--- config.mk ---
export PLATFORM = sky130hd
export DESIGN_NAME = mux_n1_rr
export DESIGN_NICKNAME = d
export VERILOG_FILES = /design/src/rtl/mux_n1_rr_pkg.sv /design/src/rtl/mux_n1_rr_arb.sv /design/src/rtl/mux_n1_rr.sv
export SDC_FILE = /design/constraint.sdc
export NUM_CORES = 1
export LEC_CHECK = 0
export BUFFER_PORTS_ARGS = -buffer_cell sky130_fd_sc_hd__buf_4
export CORE_UTILIZATION = 30
export DETAILED_ROUTE_END_ITERATION = 10
export MAX_ROUTING_LAYER = met4
export PLACE_DENSITY = 0.54
export SLEW_MARGIN = 30
export SYNTH_ARGS = -nofsm -noshare
export SYNTH_HDL_FRONTEND = slang
export SYNTH_SLANG_ARGS = --single-unit
--- constraint.sdc ---
create_clock -name clk -period 4.03 [get_ports clk]
set_input_delay 0.403 -clock clk [delete_from_list [all_inputs] [get_ports clk]]
set_output_delay 0.403 -clock clk [all_outputs]
set_load 0.02 [all_outputs]
--- src/rtl/mux_n1_rr_pkg.sv ---
// ---------------------------------------------------------------------------
// mux_pkg
//   Shared definitions for the N:1 registered selector.
//   - mode_e   : selection mode encoding carried on the 2-bit mode port
//   - wrap_inc : increment modulo n, used for the scan/round-robin pointer
// ---------------------------------------------------------------------------
package mux_pkg;

    typedef enum logic [1:0] {
        MODE_FIXED = 2'b00,
        MODE_SCAN  = 2'b01,
        MODE_RR    = 2'b10,
        MODE_RSVD  = 2'b11
    } mode_e;

    // Returns (v + 1) mod n for v in 0..n-1; n == 1 always yields 0.
    function automatic int unsigned wrap_inc(input int unsigned v, input int unsigned n);
        return (v + 1 >= n) ? 0 : v + 1;
    endfunction

endpackage

--- src/rtl/mux_n1_rr_arb.sv ---
// ---------------------------------------------------------------------------
// rr_arbiter
//   Combinational rotate-priority search. Returns the first requesting index
//   found when scanning ptr, ptr+1, ..., N-1, 0, ..., ptr-1.
//
//   Ports
//     req       in   N   request vector
//     ptr       in   CW  highest-priority index (0..N-1)
//     gnt_valid out  1   at least one request is set
//     gnt_idx   out  CW  winning index (0 when gnt_valid is 0)
// ---------------------------------------------------------------------------
module rr_arbiter #(
    parameter  int N  = 8,
    localparam int CW = (N > 1) ? $clog2(N) : 1
) (
    input  logic [N-1:0]  req,
    input  logic [CW-1:0] ptr,
    output logic          gnt_valid,
    output logic [CW-1:0] gnt_idx
);

    logic [2*N-1:0] req_dbl;
    logic [2*N-1:0] req_rot;

    // Duplicating the request vector and shifting by ptr puts the request of
    // channel (ptr + k) mod N at bit k, so the search below needs only
    // constant bit indices.
    assign req_dbl = {req, req};
    assign req_rot = req_dbl >> ptr;

    always_comb begin
        int unsigned idx;
        gnt_valid = 1'b0;
        gnt_idx   = '0;
        idx       = 0;
        for (int unsigned k = 0; k < N; k++) begin
            if (!gnt_valid && req_rot[k]) begin
                idx = 32'(ptr) + k;
                if (idx >= N) begin
                    idx = idx - N;
                end
                gnt_valid = 1'b1;
                gnt_idx   = CW'(idx);
            end
        end
    end

endmodule

--- src/rtl/mux_n1_rr.sv ---
// ---------------------------------------------------------------------------
// mux_n1_rr
//   N-channel, W-bit registered selector with valid/ready on every input and
//   on the output. Modes: fixed (sel), scan (wait on ptr in order),
//   round-robin (rotating priority among requesters), reserved (no grants).
//
//   Ports
//     clk        in   1    clock, rising edge
//     rst        in   1    synchronous active-high reset
//     mode       in   2    00 fixed, 01 scan, 10 round-robin, 11 reserved
//     sel        in   CW   channel index for fixed mode (>= N never grants)
//     in_data    in   N*W  channel i at bits [i*W +: W]
//     in_valid   in   N    per-channel valid
//     in_ready   out  N    per-channel ready, at most one bit set
//     out_data   out  W    registered selected data
//     out_ch     out  CW   channel that produced out_data
//     out_valid  out  1    output register holds a word
//     out_ready  in   1    consumer accept
// ---------------------------------------------------------------------------
module mux_n1_rr
    import mux_pkg::*;
#(
    parameter  int N  = 8,
    parameter  int W  = 8,
    localparam int CW = (N > 1) ? $clog2(N) : 1
) (
    input  logic            clk,
    input  logic            rst,
    input  logic [1:0]      mode,
    input  logic [CW-1:0]   sel,
    input  logic [N*W-1:0]  in_data,
    input  logic [N-1:0]    in_valid,
    output logic [N-1:0]    in_ready,
    output logic [W-1:0]    out_data,
    output logic [CW-1:0]   out_ch,
    output logic            out_valid,
    input  logic            out_ready
);

    logic [CW-1:0] ptr;
    logic          load_ok;
    logic          sel_hit;
    logic          ptr_hit;
    logic          rr_valid;
    logic [CW-1:0] rr_idx;
    logic          g_valid;
    logic [CW-1:0] g_idx;
    logic [W-1:0]  g_data;
    logic          xfer;
    logic          ptr_adv;

    rr_arbiter #(.N(N)) u_arb (
        .req       (in_valid),
        .ptr       (ptr),
        .gnt_valid (rr_valid),
        .gnt_idx   (rr_idx)
    );

    // Output register can take a word when empty or being drained now.
    assign load_ok = !out_valid || out_ready;

    // Valid lookups by comparison against every legal index, so a sel value
    // of N or above simply matches nothing.
    always_comb begin
        sel_hit = 1'b0;
        ptr_hit = 1'b0;
        for (int unsigned i = 0; i < N; i++) begin
            if (sel == CW'(i)) begin
                sel_hit = in_valid[i];
            end
            if (ptr == CW'(i)) begin
                ptr_hit = in_valid[i];
            end
        end
    end

    // Grant candidate for the current mode.
    always_comb begin
        g_valid = 1'b0;
        g_idx   = '0;
        ptr_adv = 1'b0;
        case (mode_e'(mode))
            MODE_FIXED: begin
                g_valid = sel_hit;
                g_idx   = sel;
            end
            MODE_SCAN: begin
                g_valid = ptr_hit;
                g_idx   = ptr;
                ptr_adv = 1'b1;
            end
            MODE_RR: begin
                g_valid = rr_valid;
                g_idx   = rr_idx;
                ptr_adv = 1'b1;
            end
            default: begin
                g_valid = 1'b0;
            end
        endcase
    end

    // A granted channel is always valid, so offering ready is the transfer.
    assign xfer = !rst && g_valid && load_ok;

    always_comb begin
        in_ready = '0;
        g_data   = '0;
        for (int unsigned i = 0; i < N; i++) begin
            if (g_idx == CW'(i)) begin
                in_ready[i] = xfer;
                g_data      = in_data[i*W +: W];
            end
        end
    end

    always_ff @(posedge clk) begin
        if (rst) begin
            out_valid <= 1'b0;
            out_data  <= '0;
            out_ch    <= '0;
            ptr       <= '0;
        end else begin
            if (xfer) begin
                out_valid <= 1'b1;
                out_data  <= g_data;
                out_ch    <= g_idx;
                if (ptr_adv) begin
                    ptr <= CW'(wrap_inc(32'(g_idx), N));
                end
            end else if (out_ready) begin
                out_valid <= 1'b0;
            end
        end
    end

endmodule

Word level (Yosys, flattened, before mapping)
Index checks and enable logic that the tools add are counted.
{"block": "word_totals", "regBits": 15, "mem_bits_ro": 0, "latch_bits": 0, "output_inout_bits": 20, "word_cells": 141, "in_bits": 80, "mem_bits_rw": 0, "memories": 0}
{"block": "classes", "eq_ne": 23, "div": 0, "mul": 0, "bitwise_logic": 0, "reduce_logical": 26, "shift": 1, "mux": 62, "add_sub_neg": 16, "magnitude_cmp": 9}
{"op": "$mux 8", "n": 8}
{"op": "$mux 3", "n": 17}
{"op": "$eq 3x3->1 const B", "n": 12}
{"op": "$mux 1", "n": 35}
{"op": "$ge 4x4->1 const B", "n": 8}
{"op": "$sub 3x1->3 const B", "n": 8}
{"op": "$eq 3x2->1 const B", "n": 6}
{"op": "$add 3x3->4 const B", "n": 4}
{"op": "$shr 16x3->8", "n": 1}
{"op": "$eq 3x1->1 const B", "n": 3}
{"op": "$logic_and 1x1->1", "n": 9}
{"op": "$logic_not 1->1", "n": 9}
{"op": "$logic_not 3->1", "n": 3}
{"op": "$pmux 3 s3", "n": 1}
{"op": "$add 3x1->4 const B", "n": 2}
{"op": "$add 3x2->4 const B", "n": 2}
{"op": "$ge 3x4->1 const B", "n": 1}
{"op": "$pmux 1 s3", "n": 1}
{"op": "$eq 2x1->1 const B", "n": 1}
{"op": "$eq 2x2->1 const B", "n": 1}
{"op": "$logic_not 2->1", "n": 1}
{"op": "$reduce_and 2->1", "n": 1}
{"op": "$reduce_bool 2->1", "n": 1}
{"op": "$reduce_or 2->1", "n": 1}
{"op": "$logic_or 1x1->1", "n": 1}

Logic depth before layout (Yosys ltp)
{"block": "depth", "ltp_word": 33, "depth_mapped": 21, "mapped_depth_nobuf": 18}

Hierarchy
From an unflattened synthesis, not the netlist that was laid out.
{"block": "hier_totals", "cells_unflattened": 322, "hier_area_um2": 2570.0}
{"module": "mux_n1_rr", "instances": 1, "seq_area_each_um2": 300.3, "area_per_inst_um2": 1669.1, "cells_per_inst": 217}
{"module": "rr_arbiter", "instances": 1, "seq_area_each_um2": 0.0, "area_per_inst_um2": 900.9, "cells_per_inst": 105}

Worst setup path after synthesis
Ideal clock, no wire load.
{"block": "synth_path", "path_kind": "register to register", "start": "reg ptr[1]", "end": "reg out_data[0]", "setup_time_ps": 117, "t_arrival_ps": 3923, "period_less_slack_ps": 4040, "path_buffers": 5, "slack_ps": -10, "required_ps": 3913, "stages_incl_launch_ff": 19, "path_cell_list": "dfxtp_1 buf_6 buf_8 buf_2 mux4_2 mux2_2 o21ai_0 a311o_1 o21ai_0 o21ai_0 nand2b_1 inv_1 ha_1 clkbuf_1 clkbuf_1 nor2_1 o311ai_0 o21ai_0 o22a_1"}
{"block": "synth_between", "elab_chain_cells": 33, "elab_cells_between_ends": 98, "classes_between": "add/sub (15); order compare (8); eq/ne (14); shift (1); mux (42); reduce/logical (18)"}
{"element": "start, declared", "line": "mux_n1_rr.sv:40", "rtl": "logic [CW-1:0] ptr;"}
{"element": "start signal, assigned", "line": "mux_n1_rr.sv:129", "rtl": "ptr <= CW'(wrap_inc(32'(g_idx), N));"}
{"element": "$shr 16x3->8", "line": "mux_n1_rr_arb.sv:29", "rtl": "assign req_rot = req_dbl >> ptr;"}
{"element": "$mux 1", "line": "mux_n1_rr_arb.sv:37", "rtl": "if (!gnt_valid && req_rot[k]) begin"}
{"element": "$logic_not 1->1", "line": "mux_n1_rr_arb.sv:37"}
{"element": "$logic_and 1x1->1", "line": "mux_n1_rr_arb.sv:37"}
{"element": "$mux 1", "line": "mux_n1_rr_arb.sv:37"}
{"element": "$logic_not 1->1", "line": "mux_n1_rr_arb.sv:37"}
{"element": "$logic_and 1x1->1", "line": "mux_n1_rr_arb.sv:37"}
{"element": "$mux 1", "line": "mux_n1_rr_arb.sv:37"}
{"element": "[12 not listed]"}
{"element": "$logic_not 1->1", "line": "mux_n1_rr_arb.sv:37"}
{"element": "$logic_and 1x1->1", "line": "mux_n1_rr_arb.sv:37"}
{"element": "$mux 3 *", "line": "mux_n1_rr_arb.sv:37"}
{"element": "$pmux 3 s3 *", "line": "mux_n1_rr.sv:82", "rtl": "case (mode_e'(mode))"}
{"element": "named net g_idx[0]", "line": "mux_n1_rr.sv:47", "rtl": "logic [CW-1:0] g_idx;"}
{"element": "$logic_not 3->1", "line": "mux_n1_rr.sv:110", "rtl": "if (g_idx == CW'(i)) begin"}
{"element": "$mux 8 (7 in a row)", "line": "mux_n1_rr.sv:110"}
{"element": "$mux 8 *", "line": "mux_n1_rr.sv:110"}
{"element": "end signal, assigned", "line": "mux_n1_rr.sv:126", "rtl": "out_data <= g_data;"}
{"element": "end, declared", "line": "mux_n1_rr.sv:34", "rtl": "output logic [W-1:0] out_data,"}
Mark *: on every way through the listed nets, which the timed path passes. The rest lies on a longest branch.
A chain may end at the register's enable or synchronous reset.

Worst setup path in the final report
{"block": "layout_path", "start": "reg ptr[2]", "end": "out in_ready[7]"}
{"block": "layout_between", "elab_cells_between_ends": 84, "classes_between": "add/sub (15); order compare (8); eq/ne (8); shift (1); mux (35); reduce/logical (17)"}
{"element": "$shr 16x3->8", "line": "mux_n1_rr_arb.sv:29"}
{"element": "$mux 1", "line": "mux_n1_rr_arb.sv:37"}
{"element": "$logic_not 1->1", "line": "mux_n1_rr_arb.sv:37"}
{"element": "$logic_and 1x1->1", "line": "mux_n1_rr_arb.sv:37"}
{"element": "$mux 1", "line": "mux_n1_rr_arb.sv:37"}
{"element": "$logic_not 1->1", "line": "mux_n1_rr_arb.sv:37"}
{"element": "$logic_and 1x1->1", "line": "mux_n1_rr_arb.sv:37"}
{"element": "$mux 1", "line": "mux_n1_rr_arb.sv:37"}
{"element": "[11 not listed]"}
{"element": "$mux 1", "line": "mux_n1_rr_arb.sv:37"}
{"element": "$logic_not 1->1", "line": "mux_n1_rr_arb.sv:37"}
{"element": "$logic_and 1x1->1", "line": "mux_n1_rr_arb.sv:37"}
{"element": "$mux 3", "line": "mux_n1_rr_arb.sv:37"}
{"element": "$pmux 3 s3 *", "line": "mux_n1_rr.sv:82"}
{"element": "named net g_idx[2]", "line": "mux_n1_rr.sv:47"}
{"element": "$eq 3x3->1 *", "line": "mux_n1_rr.sv:110"}
{"element": "$mux 1 *", "line": "mux_n1_rr.sv:110"}
{"element": "end, declared", "line": "mux_n1_rr.sv:33", "rtl": "output logic [N-1:0] in_ready,"}
Marks and branches as above.

==> impl_metrics.csv <==
group,metric,value,unit
routing,drc,0,
sta,setup_viol,0,
clocking,cts.clk_slew.worst_paths,0.07,ns
synthesis,synth_top_area_cell,"dfxtp_1",
synthesis,synthCells,361,
setup_path,cp.depth,14,
cells_and_area,final_nets,581,
global_route,met1_usage,26.8,%
clocking,clock-sinks,15,
floorplan,die_x,99.7,um
setup_path,critPathRequiredTime,3.63,ns
setup_path,r2r_slack,0.20,ns
floorplan,start_util,31.0,%
hold_path,hold_depth,4,
sta,grt_setup_unrepaired,"true",
setup_path,path_cells,"buf_4 > buf_4 > clkinv_1 > mux4_2 > a21boi_0 > o32ai_2 > a31oi_2 > a21oi_2 > or2_4 > inv_4 > ha_2 > inv_1 > nor3_1 > buf_4",
setup_path,reg2reg_to,"out_data[2]",
floorplan,die_y,99.7,um
sta,period_minus_slack,3.91,ns
global_route,grt_busiest_layer,"met2",
clocking,cts_buffers,3,
sta,setup_tns,0,ns
place,portBuffers,99,
setup_path,cpMostUsedCell,"buf_4",
global_route,antenna_found_initial,0,
clocking,tritoncts,"yes",
global_route,grt_pass1_vias,3362,
setup_path,r2r_start,"ptr[1]",
cells_and_area,area_delta_synth_final,42.3,%
floorplan,ios,100,
setup_path,startpoint,"ptr[2]",
floorplan,fp.coreArea,0.00924,mm^2
setup_path,cp_max_fo,7,
routing,wl,10.8,mm
power_and_ir_drop,peakVddDrop,0.000114,V
synthesis,syn_area_per_cell,7.93,um^2
place,hpwlAfterDp,8.56,mm
clocking,postCtsHoldBufs,0,
synthesis,ys_seq_area_share,10.5,%
sta,hold_violations,0,
global_route,gr-usage-met2,38.5,%
clocking,cts_root_buf,"clkbuf_8",
routing,drtAntennaViolNets,0,
synthesis,synthFlopType,"dfxtp_1",
setup_path,critPathLaunchType,"register",
setup_path,endpoint,"in_ready[7]",
sta,holdWs,0.451,ns
flow_run,maxCapViolCount,0,
setup_path,worst_path_max_delay_cell,"mux4_2",
setup_path,critical_path_arrival,3.51,ns
synthesis,synthTopCellsByArea,"dfxtp_1 (10%), mux4_2 (8.7%), ha_1 (7.4%)",
floorplan,die_area,0.00994,mm^2
sta,worstMarginPinSlew,0.679,ns
outcome,status,"finished, final reports clean",
floorplan,rows,35,
setup_path,cp_num_buf_inv,6,
synthesis,ys.warnings.count,0,
setup_path,crit_type,"register to output port",
sta,max_clock_freq,256,MHz
setup_path,critPathMaxStageDelay,0.52,ns
cells_and_area,drive_above_1_share,40.2,%
cells_and_area,final_common_cell,"buf_4",
clocking,cts-htree-levels,1,
synthesis,synthArstFlopShare,0,%
global_route,overflow,0,
sta,maxSlewViolCount,0,
clocking,clk_latency,0.25,ns
synthesis,ys_types,71,
global_route,grt_pass1_wl,16.7,mm
power_and_ir_drop,p_leak,0.00181,uW
sta,skew,0.00161,ns
synthesis,synth_seq_cells,15,
routing,via_count,3378,
routing,via_per_inst,5.52,
power_and_ir_drop,power_density,214,mW/mm^2
global_route,grt_start_max_net_pins,26,
sta,max_slew_margin,54.8,%
cells_and_area,antenna_cells,0,
hold_path,holdCritPathClass,"primary input to register",
place,routabilityCongestion,0.982,
routing,drtIter0Drc,183,
cells_and_area,final_cell_mix,"buf_4 (141), nor2_1 (33), nand2_1 (28)",
synthesis,synthesis.nets,458,
routing,dr.pass1.iters,5,
setup_path,path_delay_family,"buffers and inverters",
global_route,met3_usage,2.60,%
sta,finalCritPeriodShare,97.0,%
synthesis,synth_top_area_share,10.5,%
global_route,grt_use_total,21.8,%
routing,wl_per_cell,17.7,um
setup_path,r2r_cells,19,
setup_path,setup.worst_path.end_class,"output port",
clocking,ctsLongestPathBuffers,2,
synthesis,syn_area,0.00286,mm^2
synthesis,synth_edf_count,0,
logic make-up after synthesis:
group	Yosys count	synth area share, %
buffers and inverters	42	7.56
and+or+nand+nor	127	22.7
muxes	39	20.4
DFF	15	10.5
xor gates and xnor gates	2	0.612
adders and majority gates	17	7.43
AOI/OAI and AO/OA	119	30.8
how the worst min path moves through the flow:
stage | startpoint | to | slack [ns]
final | out_ready | out_valid | 0.45
after global routing | out_ready | out_valid | 0.47
after CTS | out_ready | out_valid | 0.45
after detailed placement | out_ch[2] | out_ch[2] | 0.47
after global placement | out_ch[2] | out_ch[2] | 0.46
after floorplan | out_ch[2] | out_ch[2] | 0.53
synthesized netlist by cell type, drive strengths merged (8+ instances only):
library cell	n
nor2	33
nand2	30
a21oi	19
mux2i	18
o21ai	18
ha	17
inv	17
dfxtp	15
and3	13
clkbuf	13
mux4	12
nor2b	12
buf	11
and2	10
mux2	9
o311ai	8
flip-flops by register name, indices dropped and copies added (netlist names):
name       cells
out_ch         3
out_data       8
out_valid      1
ptr            3
report_power, final:
group	internal, uW	total, uW	leakage (uW)	switching, uW
combinational	269	572	0.00166	303
clock	68.7	130	0.0000255	61.2
sequential	162	171	0.000123	8.58
metrics by stage:
step | total power (uW) | area (um^2) | instances | util [%] | setup WS [ns]
floorplan | 504 | 2870 | 361 | - | 0.0822
global placement | 711 | 3910 | 602 | 42.3 | -0.0247
detailed placement | 714 | 3910 | 602 | 42.3 | -0.0512
CTS | 851 | 3980 | 607 | 43.0 | 0.0158
global route | 926 | 4080 | 612 | 44.1 | -0.0531
finish | 873 | 4080 | 612 | 44.1 | 0.119
metal layers:
metal  share of wire, %  routed length (um)
met5                  0                   0
met4                1.3                 136
met3                5.9                 644
met2                 50                5380
met1                 43                4670
worst register-to-register path: cells and delay by family, from the launching register on:
kind	cells	cell delay, ns
buf+inv	3	0.44
flops	1	0.34
mux	2	0.86
fa+ha+maj	1	0.25
compound gates	8	1.16
simple gates	5	0.67
area by class of cell:
type	instances	area [um^2]
Fill cell	959	5160
Multi-Input combinational cell	304	2420
Timing Repair Buffer	142	1080
Sequential cell	15	303
Tap cell	129	161
Inverter	18	70.1
Clock buffer	3	41.3
Clock inverter	1	5.00
repair_timing:
action,4_1_cts,5_1_grt
pin swaps,0,1
gates resized for setup,3,20
endpoints found under the setup margin,4,16
setup buffers,1,5
(Power assumes the default switching activity.)
